--- config.mk ---
export PLATFORM = sky130hd
export DESIGN_NAME = rlv12
export DESIGN_NICKNAME = d
export VERILOG_FILES = /design/src/rtl/rlv12.sv
export SDC_FILE = /design/constraint.sdc
export NUM_CORES = 1
export LEC_CHECK = 0
export CAP_MARGIN = 20
export CELL_PAD_IN_SITES_DETAIL_PLACEMENT = 0
export CELL_PAD_IN_SITES_GLOBAL_PLACEMENT = 1
export CORE_MARGIN = 2
export CORE_UTILIZATION = 46
export CTS_CLUSTER_DIAMETER = 30
export CTS_CLUSTER_SIZE = 25
export DETAILED_ROUTE_END_ITERATION = 8
export PLACE_DENSITY = 0.95
export SLEW_MARGIN = 40
export SYNTH_ARGS = -nofsm -noshare
export SYNTH_HDL_FRONTEND = slang
export SYNTH_SLANG_ARGS = --single-unit
--- constraint.sdc ---
create_clock -name clk -period 11.8 [get_ports clk]
set_input_delay 1.77 -clock clk [delete_from_list [all_inputs] [get_ports clk]]
set_output_delay 1.77 -clock clk [all_outputs]
set_load 0.1 [all_outputs]
--- src/rtl/rlv12.sv ---
// RLV12-style disk controller: register file, command FSM and word-at-a-time
// transfer engine between a disk image port (rlmem*) and PDP-11 memory (rldma*).
module rlv12 #(
    parameter int          NDRIVES    = 4,
    parameter int          SECTORS    = 40,
    parameter int          SECT_WORDS = 128,
    parameter int          TRACKS     = 1024,
    parameter logic [31:0] IMG_BASE   = 32'h0,
    parameter int          TIMEOUT    = 4096
) (
    input  logic        clk,
    input  logic        busrst,
    input  logic        rlreq,
    input  logic [2:0]  rladdr,
    input  logic        rlwr,
    input  logic [15:0] rlwdata,
    output logic        rlack,
    output logic [15:0] rlrdata,
    output logic        rlirq,
    output logic        rlmemreq,
    output logic        rlmemwr,
    output logic [31:0] rlmemaddr,
    output logic [15:0] rlmemwdata,
    input  logic        rlmemack,
    input  logic [15:0] rlmemrdata,
    output logic        rldmareq,
    output logic        rldmawr,
    output logic [21:0] rldmaaddr,
    output logic [15:0] rldmawdata,
    input  logic        rldmaack,
    input  logic [15:0] rldmardata,
    input  logic        rldmanxm
);

    typedef enum logic [2:0] {
        S_IDLE, S_CMD, S_DMA_RD, S_MEM_WR, S_MEM_RD, S_DMA_WR
    } state_t;

    localparam logic [3:0]        E_OPI     = 4'b0001;
    localparam logic [3:0]        E_WCE     = 4'b0010;
    localparam logic [3:0]        E_HNF     = 4'b0101;
    localparam logic [3:0]        E_NXM     = 4'b1000;
    localparam logic [31:0]       DRV_BYTES = 32'(TRACKS * SECTORS * SECT_WORDS * 2);
    localparam logic [31:0]       SEC_BYTES = 32'(SECT_WORDS * 2);
    localparam logic signed [11:0] TMAX     = 12'(TRACKS - 1);
    localparam int                TW        = $clog2(TIMEOUT + 1);

    state_t      r_state;
    logic [2:0]  r_f;
    logic [1:0]  r_ds;
    logic        r_ie;
    logic        r_crdy;
    logic [3:0]  r_e;
    logic [15:0] r_ba;
    logic [15:0] r_da;
    logic [15:0] r_mp;
    logic [5:0]  r_bae;
    logic [9:0]  r_trk [4];
    logic [31:0] r_memaddr;
    logic        r_pend;
    logic [TW-1:0] r_tmr;
    logic [15:0] r_memdata;
    logic [15:0] r_dmadata;
    logic        r_memreq, r_memwr, r_dmareq, r_dmawr;
    logic        r_irq, r_ack;
    logic [15:0] r_rdata;

    logic        w_dsok;
    logic        w_drdy;
    logic [15:0] w_csr;
    logic [9:0]  w_trk;
    logic [11:0] w_trk12, w_dist12;
    logic signed [11:0] w_sum;
    logic [9:0]  w_sat;
    logic [9:0]  w_seek_trk;
    logic [31:0] w_lba;
    logic [31:0] w_addr;
    logic        w_hnf;
    logic [15:0] w_mp_n;
    logic [21:0] w_ba_n;
    logic        w_tmo;

    assign w_dsok = int'(r_ds) < NDRIVES;
    assign w_drdy = w_dsok && (r_state == S_IDLE);
    assign w_csr  = {|r_e, 1'b0, r_e, r_ds, r_crdy, r_ie, r_bae[1:0], r_f, w_drdy};
    assign w_trk  = w_dsok ? r_trk[r_ds] : 10'd0;

    // Seek moves the cylinder by DA[15:7], clamps to the drive, then applies the head bit.
    assign w_trk12    = {2'b00, w_trk};
    assign w_dist12   = {2'b00, r_da[15:7], 1'b0};
    assign w_sum      = r_da[2] ? $signed(w_trk12 + w_dist12) : $signed(w_trk12 - w_dist12);
    assign w_sat      = w_sum[11] ? 10'd0 : ((w_sum > TMAX) ? TMAX[9:0] : w_sum[9:0]);
    assign w_seek_trk = {w_sat[9:1], r_da[4]};

    assign w_lba  = {26'd0, r_da[5:0]} + 32'(SECTORS) * {22'd0, r_da[15:6]};
    assign w_addr = IMG_BASE + {30'd0, r_ds} * DRV_BYTES + w_lba * SEC_BYTES;
    assign w_hnf  = ({26'd0, r_da[5:0]} >= 32'(SECTORS)) || ({22'd0, r_da[15:6]} >= 32'(TRACKS));

    assign w_mp_n = r_mp + 16'd1;
    assign w_ba_n = {r_bae, r_ba} + 22'd2;
    assign w_tmo  = (r_tmr == TW'(TIMEOUT - 1));

    assign rlack      = r_ack;
    assign rlrdata    = r_rdata;
    assign rlirq      = r_irq;
    assign rlmemreq   = r_memreq;
    assign rlmemwr    = r_memwr;
    assign rlmemaddr  = r_memaddr;
    assign rlmemwdata = r_dmadata;
    assign rldmareq   = r_dmareq;
    assign rldmawr    = r_dmawr;
    assign rldmaaddr  = {r_bae, r_ba};
    assign rldmawdata = r_memdata;

    // Register interface plus command/transfer FSM; FSM updates come last so they win over bus writes.
    always_ff @(posedge clk) begin
        if (busrst) begin
            r_state   <= S_IDLE;
            r_f       <= 3'd0;
            r_ds      <= 2'd0;
            r_ie      <= 1'b0;
            r_crdy    <= 1'b1;
            r_e       <= 4'd0;
            r_ba      <= 16'd0;
            r_da      <= 16'd0;
            r_mp      <= 16'd0;
            r_bae     <= 6'd0;
            for (int i = 0; i < 4; i++) r_trk[i] <= 10'd0;
            r_memaddr <= 32'd0;
            r_pend    <= 1'b0;
            r_tmr     <= '0;
            r_memdata <= 16'd0;
            r_dmadata <= 16'd0;
            r_memreq  <= 1'b0;
            r_memwr   <= 1'b0;
            r_dmareq  <= 1'b0;
            r_dmawr   <= 1'b0;
            r_irq     <= 1'b0;
            r_ack     <= 1'b0;
            r_rdata   <= 16'd0;
        end else begin
            r_ack    <= rlreq;
            r_irq    <= 1'b0;
            r_memreq <= 1'b0;
            r_dmareq <= 1'b0;

            if (rlreq) begin
                case (rladdr)
                    3'd0:    r_rdata <= w_csr;
                    3'd1:    r_rdata <= r_ba;
                    3'd2:    r_rdata <= r_da;
                    3'd3:    r_rdata <= r_mp;
                    3'd4:    r_rdata <= {10'd0, r_bae};
                    default: r_rdata <= 16'd0;
                endcase
            end

            if (rlreq && rlwr) begin
                case (rladdr)
                    3'd0: begin
                        r_ie <= rlwdata[6];
                        if (r_crdy) begin
                            r_f        <= rlwdata[3:1];
                            r_ds       <= rlwdata[9:8];
                            r_bae[1:0] <= rlwdata[5:4];
                            if (rlwdata[6] && !r_ie) r_irq <= 1'b1;
                            if (!rlwdata[7]) begin
                                r_crdy  <= 1'b0;
                                r_e     <= 4'd0;
                                r_state <= S_CMD;
                            end
                        end
                    end
                    3'd1: if (r_crdy) r_ba  <= rlwdata;
                    3'd2: if (r_crdy) r_da  <= rlwdata;
                    3'd3: if (r_crdy) r_mp  <= rlwdata;
                    3'd4: if (r_crdy) r_bae <= rlwdata[5:0];
                    default: ;
                endcase
            end

            case (r_state)
                S_CMD: begin
                    r_pend <= 1'b0;
                    if (!w_dsok) begin
                        r_e <= E_OPI;
                        r_crdy <= 1'b1; r_state <= S_IDLE; r_irq <= r_ie;
                    end else begin
                        case (r_f)
                            3'd0: begin
                                r_crdy <= 1'b1; r_state <= S_IDLE; r_irq <= r_ie;
                            end
                            3'd2: begin
                                r_mp <= 16'o235 | {9'd0, w_trk[0], 6'd0};
                                r_crdy <= 1'b1; r_state <= S_IDLE; r_irq <= r_ie;
                            end
                            3'd3: begin
                                if (!r_da[0]) r_e <= E_OPI;
                                else          r_trk[r_ds] <= w_seek_trk;
                                r_crdy <= 1'b1; r_state <= S_IDLE; r_irq <= r_ie;
                            end
                            3'd4: begin
                                r_mp <= {w_trk, 6'd0};
                                r_crdy <= 1'b1; r_state <= S_IDLE; r_irq <= r_ie;
                            end
                            default: begin
                                if (w_hnf) begin
                                    r_e <= E_HNF;
                                    r_crdy <= 1'b1; r_state <= S_IDLE; r_irq <= r_ie;
                                end else if (r_mp == 16'd0) begin
                                    r_crdy <= 1'b1; r_state <= S_IDLE; r_irq <= r_ie;
                                end else begin
                                    r_memaddr <= w_addr;
                                    r_state   <= (r_f == 3'd5) ? S_DMA_RD : S_MEM_RD;
                                end
                            end
                        endcase
                    end
                end

                // Fetch a word from PDP-11 memory: source for disk write, reference for write-check.
                S_DMA_RD: begin
                    if (!r_pend) begin
                        r_dmareq <= 1'b1; r_dmawr <= 1'b0; r_pend <= 1'b1; r_tmr <= '0;
                    end else if (rldmaack) begin
                        r_pend <= 1'b0;
                        if (rldmanxm) begin
                            r_e <= E_NXM;
                            r_crdy <= 1'b1; r_state <= S_IDLE; r_irq <= r_ie;
                        end else if (r_f == 3'd1) begin
                            // Compared word is counted even when it miscompares.
                            r_mp <= w_mp_n; {r_bae, r_ba} <= w_ba_n; r_memaddr <= r_memaddr + 32'd2;
                            if (rldmardata != r_memdata) begin
                                r_e <= E_WCE;
                                r_crdy <= 1'b1; r_state <= S_IDLE; r_irq <= r_ie;
                            end else if (w_mp_n == 16'd0) begin
                                r_crdy <= 1'b1; r_state <= S_IDLE; r_irq <= r_ie;
                            end else begin
                                r_state <= S_MEM_RD;
                            end
                        end else begin
                            r_dmadata <= rldmardata;
                            r_state   <= S_MEM_WR;
                        end
                    end else if (w_tmo) begin
                        r_pend <= 1'b0; r_e <= E_OPI;
                        r_crdy <= 1'b1; r_state <= S_IDLE; r_irq <= r_ie;
                    end else begin
                        r_tmr <= r_tmr + 1'b1;
                    end
                end

                S_MEM_WR: begin
                    if (!r_pend) begin
                        r_memreq <= 1'b1; r_memwr <= 1'b1; r_pend <= 1'b1; r_tmr <= '0;
                    end else if (rlmemack) begin
                        r_pend <= 1'b0;
                        r_mp <= w_mp_n; {r_bae, r_ba} <= w_ba_n; r_memaddr <= r_memaddr + 32'd2;
                        if (w_mp_n == 16'd0) begin
                            r_crdy <= 1'b1; r_state <= S_IDLE; r_irq <= r_ie;
                        end else begin
                            r_state <= S_DMA_RD;
                        end
                    end else if (w_tmo) begin
                        r_pend <= 1'b0; r_e <= E_OPI;
                        r_crdy <= 1'b1; r_state <= S_IDLE; r_irq <= r_ie;
                    end else begin
                        r_tmr <= r_tmr + 1'b1;
                    end
                end

                S_MEM_RD: begin
                    if (!r_pend) begin
                        r_memreq <= 1'b1; r_memwr <= 1'b0; r_pend <= 1'b1; r_tmr <= '0;
                    end else if (rlmemack) begin
                        r_pend    <= 1'b0;
                        r_memdata <= rlmemrdata;
                        r_state   <= (r_f == 3'd1) ? S_DMA_RD : S_DMA_WR;
                    end else if (w_tmo) begin
                        r_pend <= 1'b0; r_e <= E_OPI;
                        r_crdy <= 1'b1; r_state <= S_IDLE; r_irq <= r_ie;
                    end else begin
                        r_tmr <= r_tmr + 1'b1;
                    end
                end

                S_DMA_WR: begin
                    if (!r_pend) begin
                        r_dmareq <= 1'b1; r_dmawr <= 1'b1; r_pend <= 1'b1; r_tmr <= '0;
                    end else if (rldmaack) begin
                        r_pend <= 1'b0;
                        if (rldmanxm) begin
                            r_e <= E_NXM;
                            r_crdy <= 1'b1; r_state <= S_IDLE; r_irq <= r_ie;
                        end else begin
                            r_mp <= w_mp_n; {r_bae, r_ba} <= w_ba_n; r_memaddr <= r_memaddr + 32'd2;
                            if (w_mp_n == 16'd0) begin
                                r_crdy <= 1'b1; r_state <= S_IDLE; r_irq <= r_ie;
                            end else begin
                                r_state <= S_MEM_RD;
                            end
                        end
                    end else if (w_tmo) begin
                        r_pend <= 1'b0; r_e <= E_OPI;
                        r_crdy <= 1'b1; r_state <= S_IDLE; r_irq <= r_ie;
                    end else begin
                        r_tmr <= r_tmr + 1'b1;
                    end
                end

                default: ;
            endcase
        end
    end

endmodule

* After elaboration in Yosys (flattened, before gate mapping)
Memories as Yosys holds them, arrays and structs flattened. A register that Yosys moved wholly into a read port is not among the register bits. Index checks and enable logic that the tools add are counted.
Word-level totals: memories 1, bits in latches 0, ROM bits 0, register bits after elaboration 168, output and inout bits 108, memory bits (writable) 40, input port bits 58, word-level logic and storage cells 279
Cells by class: mux-type cells 176, shift-type cells 0, bitwise operators 4, $lt $le $gt $ge 2, div/mod/pow operators 0, equality and inequality tests 34, multipliers 2, add/subtract/negate cells 8, reduce and logical (&&, ||, !) cells 30
Memory list:
- r_trk | words 4, bits a word 10, rd ports 1, clocked after memory_dff 1, wr ports 4, line 58 | logic [9:0] r_trk [4];
Operator list (number):
- 16-bit two-way mux | 24
- 32-bit two-way mux | 12
- 32-bit one-hot mux with 4 select lines | 1
- 16-bit one-hot mux with 5 select lines | 1
- 4-bit two-way mux | 18
- 3-bit two-way mux | 23
- 6-bit two-way mux | 11
- 13-bit two-way mux | 5
- 16-bit one-hot mux with 4 select lines | 1
- 1-bit two-way mux | 58
- 16-bit one-hot mux with 3 select lines | 1
- 32-bit by 2-bit adder with 32-bit output, second input constant | 1
- 16-bit logical NOT | 2
- 2-bit != test, second input constant | 16
- 16-bit one-hot mux with 2 select lines | 1
- 10-bit two-way mux | 3
- 26-bit by 25-bit adder with 27-bit output | 1
- 13-bit one-hot mux with 2 select lines | 1
- 22-bit by 2-bit adder with 22-bit output, second input constant | 1
- 3-bit by 2-bit equality test with 1-bit output, second input constant | 6
- 6-bit one-hot mux with 3 select lines | 1
- 3-bit AND reduction | 6
- 6-bit by 16-bit adder with 17-bit output | 1
- 16-bit by 1-bit adder with 16-bit output, second input constant | 1
- other kinds (35) | 60

* Longest topological paths before layout
Gate-level depths: netlist (run 1).
depth after elaboration 13, mapped depth 19, depth with buffers taken out 19

* Least setup slack after synthesis (run 1)
Ideal clock, no wire load.
path type register to register, start register r_da[7], end register r_memaddr[25], in the netlist rlmemaddr[25], arrival time 3.735 ns, stages on the path, launching flop included 18, setup slack 7.937 ns, required time 11.672 ns, period minus slack after synthesis 3.863 ns, library setup time 0.128 ns, buffers on the path 0, path through dfxtp_1 > ha_1 > ha_1 > fa_1 > a21o_1 > a21oi_1 > o21bai_1 > a21oi_1 > xnor2_1 > nor4_1 > xor2_1 > ha_1 > fa_1 > a21o_1 > a21oi_1 > o2bb2ai_1 > a22oi_1 > nor2_1
Between the ends: longest elaborated chain between the ends 7
RTL lines:
- start: declaration | line 55 | logic [15:0] r_da;
- start signal: assignment | line 175 | 3'd2: if (r_crdy) r_da <= rlwdata;
- 3-bit by 10-bit multiplier with 13-bit output | line 95 | assign w_lba = {26'd0, r_da[5:0]} + 32'(SECTORS) * {22'd0, r_da[15:6]};
- 6-bit by 16-bit adder with 17-bit output | line 95
- 26-bit by 25-bit adder with 27-bit output | line 96 | assign w_addr = IMG_BASE + {30'd0, r_ds} * DRV_BYTES + w_lba * SEC_BYTES;
- 32-bit two-way mux | line 210 | end else if (r_mp == 16'd0) begin
- 32-bit two-way mux | line 207 | if (w_hnf) begin
- 32-bit two-way mux | line 189 | case (r_f)
- 32-bit one-hot mux with 4 select lines | line 182 | case (r_state)
- end signal: assignment | line 213 | r_memaddr <= w_addr;
- end signal: assignment | line 232 | r_mp <= w_mp_n; {r_bae, r_ba} <= w_ba_n; r_memaddr <= r_memaddr + 32'd2;
- end signal: assignment | line 258 | r_mp <= w_mp_n; {r_bae, r_ba} <= w_ba_n; r_memaddr <= r_memaddr + 32'd2;
- end: declaration | line 59 | logic [31:0] r_memaddr;
Every way passes these cells. The select of a mux whose other input is x is not followed. A chain may end at the register's enable or synchronous reset.

* Worst setup path in the final report (run 1)
Ends and elaborated chain as after synthesis.

==> flow_summary_export.csv, run 1 <==
group,metric,value,unit
status,status,"completed",
synth,synth.ff_latch_count,209,
grt,grt_start_max_net_pins,68,
timing,worst_pin_slew,0.819,ns
route,remaining_drc_errors,0,
critical_path,crit_fanout,7,
grt,grt_pass1_wl,67.9,mm
timing,clock_skew,0.0208,ns
power,irDropWorstVdd,0.000124,V
synth,post-synth-top-area-cell,"dfxtp_1",
floorplanning,die_area,29300,um2
power,finalPower,2.61,mW
power,power.density,165,nW/um2
cts,clock_path_buffers,3,
final_layout,syn2layout_area_growth,22.7,%
floorplanning,coreArea,27700,um2
power,p_leak,6.07,nW
cts,postCtsHoldBufs,0,
critical_path,crit_arrival,5.09,ns
placement,placed_area,14100,um2
critical_path,cp-startpoint,"r_da[7]$_SDFFE_PP0P_",
timing,rsz0062_at_grt,"no",
synth,synth_cell_types,88,
timing,fin_crit_sh,39.7,%
floorplanning,die_h,171,um
synth,ys_seq_area_share,35.6,%
placement,port_buffers,164,
critical_path,required,12.20,ns
critical_path,end_kind,"flop",
synth,synthTopCellsByArea,"dfxtp_1 26%, edfxtp_1 9.3%, nand2_1 6.4%",
hold_path,worstHoldPathType,"reg2reg",
synth,synth_flop_cell,"dfxtp_1",
grt,grt_overflow_total,0,
synth,ys.warnings.count,0,
grt,grtUsageTotal,29.6,%
timing,tns,0,ns
synth,async_reset_ff_share,0,%
final_layout,final_util,57.0,%
route,ant_nets,0,
placement,place_hpwl,32.1,mm
synth,synth_edf_count,40,
cts,cts_tree,"built",
timing,min_period,4.69,ns
grt,antenna_found_initial,2,
critical_path,crit_type,"reg2reg",
cts,post_cts_buffers,0,
timing,finalSetupViolations,0,
placement,gp_congestion,0.931,
cts,cts_max_level,2,
floorplanning,die_x,171,um
cts,cts.sinks,209,
cts,clkTransAtPathRegs,0.05,ns
cts,numCtsBuffers,47,
route,drtIter0Drc,1241,
job,maxCapViolCount,0,
route,vias_per_cell,6.11,
final_layout,final_net_count,1781,
timing,fmax,213,MHz
grt,first_global_vias,12000,
synth,syn_area_per_cell,8.32,um2
route,drt-total-wl,44.3,mm
floorplanning,initial_utilization,46.5,%
hold_path,hp-start,"rlmemwdata[2]$_SDFFE_PP0P_",
timing,slew_headroom,44.8,%
synth,synth_area,12900,um2
final_layout,final_area,15800,um2
final_layout,layout-drive-gt1-share,15.7,%
cts,cts_resized,0,
synth,synthCells,1547,
floorplanning,ios,166,
route,first_pass_iters,9,
timing,hold_viol,0,
floorplanning,row_count,61,
cts,clk_latency,0.55,ns
critical_path,critPathLaunchType,"flop",
cts,cts-root-buf,"clkbuf_16",
critical_path,r2r-start,"r_da[7]$_SDFFE_PP0P_",
route,dr_total_vias,12800,
synth,synth_top_area_share,26.3,%
timing,slew_viol_final,0,
route,wl_per_cell,21.2,um
-- registers in the layout, indices dropped and copies added, names as in the netlist, 2 cells and up, named ones only --
register / flops
r_trk: 40
rlmemaddr: 31
r_ba: 16
r_da: 16
r_mp: 16
rldmawdata: 16
rlmemwdata: 16
rlrdata: 16
r_tmr: 13
r_bae: 6
r_e: 4
r_f: 3
r_state: 3
r_ds: 2
-- cells in the mapped netlist (7+ instances only) --
cell type  instances
buf_4              7
and3_1            14
and2_1             8
nor2_1           168
o31ai_1            8
a211oi_1          11
a21oi_1          156
edfxtp_1          40
clkbuf_1          61
o21ai_0           54
mux2i_1           15
nand3b_1           8
dfxtp_1          169
a21o_1            10
ha_1              46
a311oi_1          14
inv_1             42
nor3b_1            8
nor3_1            40
xor2_1            26
nor2b_1           27
a31oi_1           18
mux4_2            24
a22oi_1            8
nand2_1          221
nor4_1            20
buf_2             21
nand4_1           20
and4_1             8
o21a_1             8
o21bai_1           7
xnor2_1           52
or3_1              8
a221oi_1           9
nand3_1           52
o211ai_1           8
nand2b_1          19
-- final cells by class --
cell class / instances / area, um2
sequential: 209 / 4580
clock inverter: 24 / 275
timing repair buffer: 172 / 1150
antenna: 2 / 5.00
tap: 378 / 473
inverter: 42 / 158
multi-input combinational: 1200 / 7730
fill: 2471 / 11900
clock buffer: 64 / 1420
-- metal layers --
metal / share of wire, % / global-route usage, %
met5: 0.029 / 0
met4: 4.4 / 14.1
met3: 9.3 / 6.24
met2: 45 / 46.4
met1: 41 / 39.1
-- cell families after synthesis --
family | synth area share [%]
xor+xnor | 5.31
compound gates | 18.7
simple gates | 24.6
other cells | 0.0291
mux | 5.86
fa+ha+maj | 5.25
buf+inv | 4.64
flops | 35.6
-- metrics by stage --
| step | cells | worst slack [ns] | hold WS, ns |
|---|---|---|---|
| finish | 2091 | 7.11 | 0.446 |
| global route | 2089 | 6.85 | 0.464 |
| CTS | 2089 | 7.16 | 0.446 |
| detailed placement | 2001 | 6.60 | 0.441 |
| global placement | 2001 | 6.68 | 0.437 |
| floorplan | 1548 | 7.94 | 0.446 |
-- report_power, final --
part	switching [mW]	total (mW)	internal, mW
clock network	0.437	1.37	0.929
registers	0.0434	0.801	0.758
logic	0.333	0.446	0.113
-- cells in the final DEF (no fill, tap or decap), types with 9 or more instances in the layout --
cell             instances
xnor2_1                 52
nor3_1                  37
a21oi_1                155
and3_1                  14
ha_1                    46
nand4_1                 20
nand3_1                 52
edfxtp_1                40
o21ai_0                 54
nor4_1                  20
mux2i_1                 15
inv_1                   42
a21o_1                  10
a211oi_1                11
nor2b_1                 26
a221oi_1                 9
nand2_1                221
xor2_1                  26
a311oi_1                14
clkbuf_8                 9
nor2_1                 165
mux4_2                  24
buf_2                  109
a31oi_1                 18
clkdlybuf4s50_1         54
dfxtp_1                169
clkbuf_16               51
nand2b_1                19
buf_4                    9
-- path summary, 6_finish.rpt --
check / depth (start not counted) / slack, ns / end
setup / recovery: 17 / 7.11 / rlmemaddr[25]$_SDFFE_PP0P_
hold / removal: 2 / 0.45 / rlmemwdata[2]$_SDFFE_PP0P_
setup reg to reg: 17 / 7.11 / rlmemaddr[25]$_SDFFE_PP0P_
hold reg to reg: 2 / 0.45 / rlmemwdata[2]$_SDFFE_PP0P_
-- critical path, stage by stage (launching register included) --
cell and delay (ns):
dfxtp_1 0.56, ha_1 0.31, ha_1 0.23, fa_1 0.40, a21o_1 0.19, a21oi_1 0.25, o21bai_1 0.10, a21oi_1 0.27
xnor2_1 0.18, nor4_1 0.46, xor2_1 0.13, ha_1 0.22, fa_1 0.41, a21o_1 0.19, a21oi_1 0.28, o2bb2ai_1 0.12
a22oi_1 0.19, nor2_1 0.05
No activity file was read; power rests on OpenSTA's default activity.
==> run 2: changes to the inputs <==
- CORE_UTILIZATION: 46 -> 42
- PLACE_DENSITY: 0.95 -> 0.93
- clock period: 11.8 -> 4.59 ns (I/O delays scaled with it)
==> flow_summary_export.csv, run 2 (same netlist as run 1, synthesis figures left out) <==
group,metric,value,unit
timing,tns,0,ns
cts,numCtsBuffers,50,
cts,cts.sinks,209,
grt,antenna_found_initial,1,
critical_path,rr_worst_depth,17,
cts,clkTransAtPathRegs,0.04,ns
cts,cts-root-buf,"clkbuf_16",
final_layout,layout-drive-gt1-share,16.3,%
grt,first_global_vias,11700,
floorplanning,die_h,179,um
final_layout,regMostFlops,"r_trk",
timing,min_period,4.21,ns
placement,port_buffers,164,
placement,placed_area,14300,um2
floorplanning,coreArea,30300,um2
floorplanning,die_x,179,um
grt,grtUsageTotal,26.6,%
floorplanning,ios,166,
final_layout,n_fill_cell,2816,
timing,fin_crit_sh,91.8,%
floorplanning,die_area,32100,um2
route,remaining_drc_errors,0,
grt,grt_pass1_wl,66.6,mm
floorplanning,initial_utilization,42.4,%
critical_path,cp-startpoint,"r_da[9]$_SDFFE_PP0P_",
cts,clock_path_buffers,3,
hold_path,worstHoldPathType,"reg2reg",
route,first_pass_iters,8,
critical_path,crit_type,"reg2reg",
timing,hold_viol,0,
power,finalPower,6.80,mW
critical_path,crit_fanout,6,
cts,cts_tree,"built",
critical_path,r2r-start,"r_da[9]$_SDFFE_PP0P_",
final_layout,final_net_count,1804,
status,status,"completed",
cts,cts_resized,0,
power,irDropWorstVdd,0.000261,V
timing,slew_headroom,47.2,%
final_layout,largest_reg_flops,40,
timing,rsz0062_at_grt,"no",
route,drt-total-wl,43.9,mm
critical_path,r2r-end,"rlmemaddr[25]$_SDFFE_PP0P_",
critical_path,reg2reg_slack,0.38,ns
route,vias_per_cell,5.98,
timing,slew_viol_final,0,
timing,worst_pin_slew,0.791,ns
grt,grt_overflow_total,0,
final_layout,syn2layout_area_growth,24.2,%
route,ant_nets,0,
floorplanning,row_count,64,
power,p_leak,6.20,nW
route,drtIter0Drc,1724,
critical_path,crit_arrival,4.64,ns
critical_path,required,5.01,ns
job,maxCapViolCount,0,
cts,cts_max_level,2,
placement,place_hpwl,31.7,mm
power,power.density,425,nW/um2
final_layout,final_cell_mix,"221 x nand2_1, 169 x dfxtp_1, 167 x nor2_1",
timing,whs,0.445,ns
cts,post_cts_buffers,0,
route,wl_per_cell,20.6,um
final_layout,final_area,16000,um2
critical_path,critPathLaunchType,"flop",
final_layout,layout_commonest_cell,"nand2_1",
grt,grt_start_max_net_pins,55,
timing,setup_ws,0.375,ns
route,dr_total_vias,12700,
cts,postCtsHoldBufs,0,
timing,fmax,237,MHz
placement,gp_congestion,0.960,
cts,clk_latency,0.56,ns
critical_path,crit_path_end,"rlmemaddr[25]$_SDFFE_PP0P_",
timing,clock_skew,0.0177,ns
placement,dp_slack,0.392,ns
timing,finalSetupViolations,0,
critical_path,end_kind,"flop",
-- run 2: cell count changes in the layout (fill, tap and decap cells not counted), moves of 4 or more --
cell        change
inv_6           +4
clkinvlp_4      -4
buf_4          +20
clkbuf_8        -5
clkbuf_1        +6
-- run 2: report_power, final --
group / total (mW) / switching (mW) / internal, mW
clock network: 3.58 / 1.13 / 2.44
registers: 2.08 / 0.128 / 1.95
logic: 1.15 / 0.841 / 0.307
-- run 2: per-stage QoR --
stage,util (%),std cells
2_1_floorplan,-,1548
3_3_place_gp,48.7,2039
4_1_cts,52.7,2131
5_1_grt,52.7,2131
6_report,52.7,2132
3_5_place_dp,47.0,2039
-- run 2: metal layers --
layer / track usage [%] / wire length, um / vias to the layer above
li1: - / - / 5919
met1: 36.6 / 18300 / 6070
met2: 41.2 / 20000 / 649
met3: 5.53 / 4400 / 103
met4: 9.08 / 1230 / 0
met5: 0 / 0 / -
-- run 2: how the worst min path moves through the flow --
stage	startpoint	cells past startpoint	slack [ns]	endpoint
3_5_place_dp	rlmemwdata[15]$_SDFFE_PP0P_	2	0.44	rlmemwdata[15]$_SDFFE_PP0P_
6_report	rlmemwdata[15]$_SDFFE_PP0P_	2	0.44	rlmemwdata[15]$_SDFFE_PP0P_
4_1_cts	rlmemwdata[15]$_SDFFE_PP0P_	2	0.45	rlmemwdata[15]$_SDFFE_PP0P_
3_3_place_gp	rlmemwdata[15]$_SDFFE_PP0P_	2	0.44	rlmemwdata[15]$_SDFFE_PP0P_
5_1_grt	rlmemwdata[10]$_SDFFE_PP0P_	2	0.46	rlmemwdata[10]$_SDFFE_PP0P_
2_1_floorplan	r_da[1]$_SDFFE_PP0P_	2	0.45	r_da[1]$_SDFFE_PP0P_
-- run 2: worst max-delay path, cell delays in order, from the launching register on --
cell       delay [ns]
dfxtp_1          0.44
ha_1             0.29
ha_1             0.23
fa_1             0.40
a21o_1           0.19
a21oi_1          0.21
o21bai_1         0.09
a21oi_1          0.22
xnor2_1          0.14
nor4_1           0.42
xor2_1           0.14
ha_1             0.23
fa_1             0.40
a21o_1           0.20
a21oi_1          0.14
o2bb2ai_1        0.09
a22oi_1          0.20
nor2_1           0.05
-- run 2: final cells by class --
class                      instances  area [um2]  area share, %
multi-input combinational       1200        7720           48.3
sequential                       209        4580           28.7
clock buffer                      65        1370           8.56
timing repair buffer             192        1310           8.21
tap                              396         495           3.10
clock inverter                    27         345           2.16
inverter                          42         158          0.986
antenna                            1        2.50         0.0156
==> RTL change 1: new RTL, settings of run 2 <==
Set the parameter `TIMEOUT` to 2048 (it was 4096).
--- a/src/rtl/rlv12.sv
+++ b/src/rtl/rlv12.sv
@@ -8,3 +8,3 @@
     parameter logic [31:0] IMG_BASE   = 32'h0,
-    parameter int          TIMEOUT    = 4096
+    parameter int          TIMEOUT    = 2048
 ) (
Check against the original RTL: not settled (the Yosys comparison gave no result); the edit may change what the design does.
==> RTL change 1 against run 2 <==
- sequential share of layout area increased by 0.19 points
- cell area decreased by 1.1%
- count of clock-buffer cells in the layout increased by 5
- critical path depth increased by 2
- setup slack improved by 0.0065 ns
- maximum frequency increased by 0.15%
- synthesized area decreased by 1.6%
- die area decreased by 1.6%
- wire length decreased by 7.5%
- sequential cell count decreased by 1
Power is not compared: it rests on default switching activity, and its combinational part moved more than twofold at a synthesized area within 25%.
==> RTL change 1: results (changes against run 2) <==
endpoint of the worst hold-timing path=rlmemwdata[12] (was rlmemwdata[15]); final net count=1796 (was 1804); drt initial violations=1179 (was 1724); reported leakage power=0.006139 uW; wire length of the first global-routing pass=63.64 mm (was 66.55 mm); register bank with the most flops=r_trk (unchanged); ranking of synthesized cells by area=sky130_fd_sc_hd__dfxtp_1 (27%), sky130_fd_sc_hd__edfxtp_1 (9.5%), sky130_fd_sc_hd__nand2_1 (6.6%), sky130_fd_sc_hd__a21oi_1 (6.2%), sky130_fd_sc_hd__ha_1 (4.5%) (was sky130_fd_sc_hd__dfxtp_1 (26%), sky130_fd_sc_hd__edfxtp_1 (9.3%), sky130_fd_sc_hd__nand2_1 (6.4%), sky130_fd_sc_hd__a21oi_1 (6.1%), sky130_fd_sc_hd__nor2_1 (4.9%)); hold path startpoint=rlmemwdata[12] (was rlmemwdata[15]); TritonCTS Buffers=52 (was 50); Final Wtd Congestion=0.8954 (was 0.9600); estimated wirelength of the detail-placed design=28.82 mm (was 31.67 mm); max FFs per register=40 (unchanged); sequential share of the synthesized area=36.03% (was 35.61%); reg-to-reg startpoint=r_da[9] (unchanged); pin count of the biggest net entering global routing=80 (was 55); fill cell count=2790 (was 2816); total number of vias=12400 (was 12740); Fin Hold WS=0.4482 ns (was 0.4449 ns); maximum clock insertion buffer count=3 (unchanged); Max Clock Skew=0.02450 ns (was 0.01766 ns); worst reg2reg setup slack=0.38 ns; library cell used as clock root buffer=sky130_fd_sc_hd__clkbuf_16 (unchanged); headroom to the max-slew limit=47.51% (was 47.22%); Post-CTS Repair Setup Buffers=0 (unchanged); distinct cell type count of the synthesized netlist=85 (was 88); Reg2Reg Depth=19 (was 17); detail-routed net length per standard cell=19.19 um (was 20.58 um); worst min-delay path category=reg -> reg (unchanged); Inserted Diodes=0 (was 1); fraction of layout instances using a drive strength above 1=15.93% (was 16.25%); Arrival @ worst endpoint=4.59 ns (was 4.64 ns); status=finished, final reports clean (unchanged); cell with the largest stage delay on the worst path=sky130_fd_sc_hd__dfxtp_1 (unchanged); initial antenna violation count=0 (was 1); total routing resource utilization after global routing=25.31% (was 26.58%); Post-DP Area=14010 um^2 (was 14270 um^2); top post-synthesis cells by count=sky130_fd_sc_hd__nand2_1 (224), sky130_fd_sc_hd__dfxtp_1 (168), sky130_fd_sc_hd__a21oi_1 (158), sky130_fd_sc_hd__nor2_1 (146), sky130_fd_sc_hd__o21ai_0 (75) (was sky130_fd_sc_hd__nand2_1 (221), sky130_fd_sc_hd__dfxtp_1 (169), sky130_fd_sc_hd__nor2_1 (168), sky130_fd_sc_hd__a21oi_1 (156), sky130_fd_sc_hd__clkbuf_1 (61)); latest clock arrival within the worst-skew pair=0.54 ns (was 0.56 ns); number of optimization iterations in the first detailed-route pass=5 (was 8)
## RTL change 1: cell families (layout without fill, tap and decap cells)
kind of cell	after synthesis	count (layout)	share of synthesized area (%)
buf+inv	138	321	4.870
mux	39	39	5.561
simple gates	659	659	24.94
fa+ha+maj	51	51	5.334
flops	208	208	36.03
compound gates	367	367	17.77
other cells	1	2	0.02960
xor+xnor	79	79	5.462
## RTL change 1: metrics by stage
stage               setup slack [ns]  power (uW)  utilization [%]  instances
finish                        0.3816        6027            53.39       2116
global route                 0.06931        6201            53.39       2116
CTS                           0.4033        6062            53.37       2116
detailed placement            0.4398        2309            47.29       2023
global placement              0.5005        2312            49.02       2023
floorplan                     0.7202        2171                -       1543
## RTL change 1: worst max path at each step
stage | start | to | depth (start not counted)
2_1_floorplan | r_da[7] | rlmemaddr[25] | 19
3_3_place_gp | r_da[9] | rlmemaddr[25] | 19
3_5_place_dp | r_da[9] | rlmemaddr[25] | 19
4_1_cts | r_da[9] | rlmemaddr[25] | 19
5_1_grt | r_da[9] | rlmemaddr[25] | 19
6_report | r_da[9] | rlmemaddr[25] | 19
## RTL change 1: area by class of cell
type,count,share of cell area (%)
timing repair buffer,188,8.136
tap,390,3.084
sequential,208,28.85
multi-input combinational,1197,47.58
inverter,40,0.9488
clock buffer,70,9.354
clock inverter,23,2.048
## RTL change 1: worst max-delay path: cells and delay by family (launching register included)
kind,cells,cell delay [ns]
AOI/OAI and AO/OA,7,1.20
xor gates and xnor gates,2,0.27
adders and majority gates,5,1.53
DFF,1,0.44
and+or+nand+nor,5,0.62
## RTL change 1: power by group
group | switching, uW | internal, uW | total, uW
clock network | 1080 | 2670 | 3740
registers | 25.2 | 1890 | 1920
logic | 233 | 133 | 366
total | 1340 | 4690 | 6030
## RTL change 1: layer usage
metal	track usage, %	routed length (um)	vias up	part of all wire (%)
met3	4.306	3067	96	7.6
met4	7.958	1154	0	2.8
met1	34.78	17400	5916	43
met2	40.54	18980	546	47
li1	-	-	5838	-
met5	0	0	-	0
==> RTL change 2: new RTL, config.mk and constraints of run 2 <==
Made on the original files. Put one more register stage on the output `rlirq`, cleared by the reset. The value now appears one clock later. The other outputs are not delayed to match.
--- a/src/rtl/rlv12.sv
+++ b/src/rtl/rlv12.sv
@@ -104,3 +104,9 @@
     assign rlrdata    = r_rdata;
-    assign rlirq      = r_irq;
+    always_ff @(posedge clk) begin
+        if (busrst) begin
+            rlirq <= '0;
+        end else begin
+            rlirq <= r_irq;
+        end
+    end
     assign rlmemreq   = r_memreq;
Function: not settled (the Yosys comparison gave no result); the edit may change what the design does.
==> RTL change 2 against run 2 <==
- cell area rose by 2.4%
- wire length fell by 6.2%
- die area barely moved
- cell count fell by 1.9%
- via count fell by 3.8%
- sequential cell count rose by 1
- setup slack got worse by 0.045 ns
- synthesized cell count fell by 4.0%
- synthesized area barely moved
- sequential share of layout area fell by 0.56 points
Power is not compared: it rests on default switching activity, and its combinational part moved more than twofold at a synthesized area within 25%.
==> RTL change 2: results (changes against run 2) <==
peak ir drop on the vdd network=0.2845 mV; H-tree level count=2 (unchanged); status=finished, final reports clean (unchanged); latest clock arrival within the worst-skew pair=0.57 ns; clock transition at the register clock pins on the worst setup and hold paths after CTS=0.05 ns; Reg2Reg Depth=18 (was 17); final net count=1756 (was 1804); total number of yosys warnings=0 (unchanged); fraction of power consumed by sequential logic=29.5%; hold path startpoint=r_irq (was rlmemwdata[15]); pin count of the biggest net entering global routing=95 (was 55); Power Combinational=387 uW; sequential share of the synthesized area=35.79% (was 35.61%); endpoint of the worst hold-timing path=rlirq (was rlmemwdata[15]); total routing resource utilization after global routing=25.32% (was 26.58%); Cells on Worst Hold Path=1 (was 2); top post-synthesis cells by count=sky130_fd_sc_hd__nor2_1 (210), sky130_fd_sc_hd__dfxtp_1 (170), sky130_fd_sc_hd__nand2_1 (131), sky130_fd_sc_hd__a21oi_1 (99), sky130_fd_sc_hd__o21ai_0 (61) (was sky130_fd_sc_hd__nand2_1 (221), sky130_fd_sc_hd__dfxtp_1 (169), sky130_fd_sc_hd__nor2_1 (168), sky130_fd_sc_hd__a21oi_1 (156), sky130_fd_sc_hd__clkbuf_1 (61)); Max Clock Skew=0.02978 ns (was 0.01766 ns); Inst Count DP=1986 (was 2039); headroom to the max-slew limit=45.65% (was 47.22%); fraction of layout instances using a drive strength above 1=17.41% (was 16.25%); ranking of synthesized cells by area=sky130_fd_sc_hd__dfxtp_1 (26%), sky130_fd_sc_hd__edfxtp_1 (9.3%), sky130_fd_sc_hd__nor2_1 (6.1%), sky130_fd_sc_hd__mux2i_1 (4.5%), sky130_fd_sc_hd__ha_1 (4.5%) (was sky130_fd_sc_hd__dfxtp_1 (26%), sky130_fd_sc_hd__edfxtp_1 (9.3%), sky130_fd_sc_hd__nand2_1 (6.4%), sky130_fd_sc_hd__a21oi_1 (6.1%), sky130_fd_sc_hd__nor2_1 (4.9%)); routed wire length=41.15 mm (was 43.88 mm); estimated wirelength of the detail-placed design=29.01 mm (was 31.67 mm); kind of cell adding the most delay to the critical path=compound AO/OA/AOI/OAI gates (was adder cells); count of port buffers added during placement=164 (unchanged); reg-to-reg startpoint=r_da[10] (was r_da[9]); average size of a mapped cell=8.664 um^2 (was 8.322 um^2); wire length of the first global-routing pass=64.25 mm (was 66.55 mm); fin cells=2091 (was 2132); number of optimization iterations in the first detailed-route pass=5 (was 8); worst reg2reg setup slack=0.33 ns (was 0.38 ns); Final Wtd Congestion=0.9454 (was 0.9600); drt initial violations=997 (was 1724); Via density=5.860 (was 5.976); Post-DP Area=14310 um^2 (was 14270 um^2); distinct cell type count of the synthesized netlist=93 (was 88); TritonCTS Buffers=55 (was 50); reg-to-reg endpoint=rlmemaddr[24] (was rlmemaddr[25]); number of global-route vias before repair=11680 (was 11700)
[RTL change 2: cell types whose count changed in the layout (fill, tap and decap cells not counted), moves of 12 or more]
cell / change
sky130_fd_sc_hd__nand2_1: -91
sky130_fd_sc_hd__nor2_1: +40
sky130_fd_sc_hd__xor2_1: +24
sky130_fd_sc_hd__nand3_1: -19
sky130_fd_sc_hd__a221oi_1: +12
sky130_fd_sc_hd__xnor2_1: -25
sky130_fd_sc_hd__a21oi_1: -56
sky130_fd_sc_hd__mux2i_1: +43
[RTL change 2: how the worst max path moves through the flow]
stage,from,end,slack (ns),depth (start not counted)
3_5_place_dp,r_da[10],rlmemaddr[24],0.33,18
2_1_floorplan,r_da[8],rlmemaddr[24],0.76,18
4_1_cts,r_da[10],rlmemaddr[24],0.29,18
5_1_grt,r_da[10],rlmemaddr[24],0.01,18
3_3_place_gp,r_da[10],rlmemaddr[24],0.40,18
6_report,r_da[10],rlmemaddr[24],0.33,18
[RTL change 2: cell type report]
type / instances / area, um^2
fill: 2726 / 13960
multi-input combinational: 1141 / 7740
sequential: 210 / 4604
clock buffer: 73 / 1504
timing repair buffer: 192 / 1318
clock inverter: 31 / 544.3
tap: 396 / 495.5
inverter: 47 / 176.4
antenna: 1 / 2.502
[RTL change 2: per-stage QoR]
step | util (%) | hold WS [ns] | setup slack, ns | power [uW]
finish | 53.99 | 0.4285 | 0.3298 | 6558
global route | 53.98 | 0.4562 | 0.01273 | 6725
CTS | 53.90 | 0.4329 | 0.2873 | 6579
detailed placement | 47.16 | 0.4313 | 0.3337 | 2346
global placement | 48.87 | 0.4317 | 0.3986 | 2349
floorplan | - | 0.4138 | 0.7612 | 2206
[RTL change 2: metal layers]
| metal | routed length (um) | up-vias | track usage (%) |
|---|---|---|---|
| met3 | 3334 | 103 | 4.877 |
| met5 | 0 | - | 0 |
| li1 | - | 5752 | - |
| met4 | 1295 | 0 | 9.383 |
| met2 | 19340 | 539 | 40.40 |
| met1 | 17180 | 5859 | 33.98 |
[RTL change 2: timing repair]
item,CTS,global route
endpoints found under the setup margin,0,1
buffers inserted,0,0
resized for setup,0,1
hold buffers,0,0
[RTL change 2: cell families after synthesis]
| family | count (synthesis) | synth area share (%) |
|---|---|---|
| XOR/XNOR | 78 | 5.310 |
| buffers and inverters | 135 | 4.376 |
| other | 1 | 0.02915 |
| AO/OA/AOI/OAI | 337 | 17.64 |
| AND/OR/NAND/NOR | 587 | 22.45 |
| multiplexers | 86 | 9.151 |
| adder cells (fa/ha/maj) | 51 | 5.251 |
| flip-flops | 210 | 35.79 |
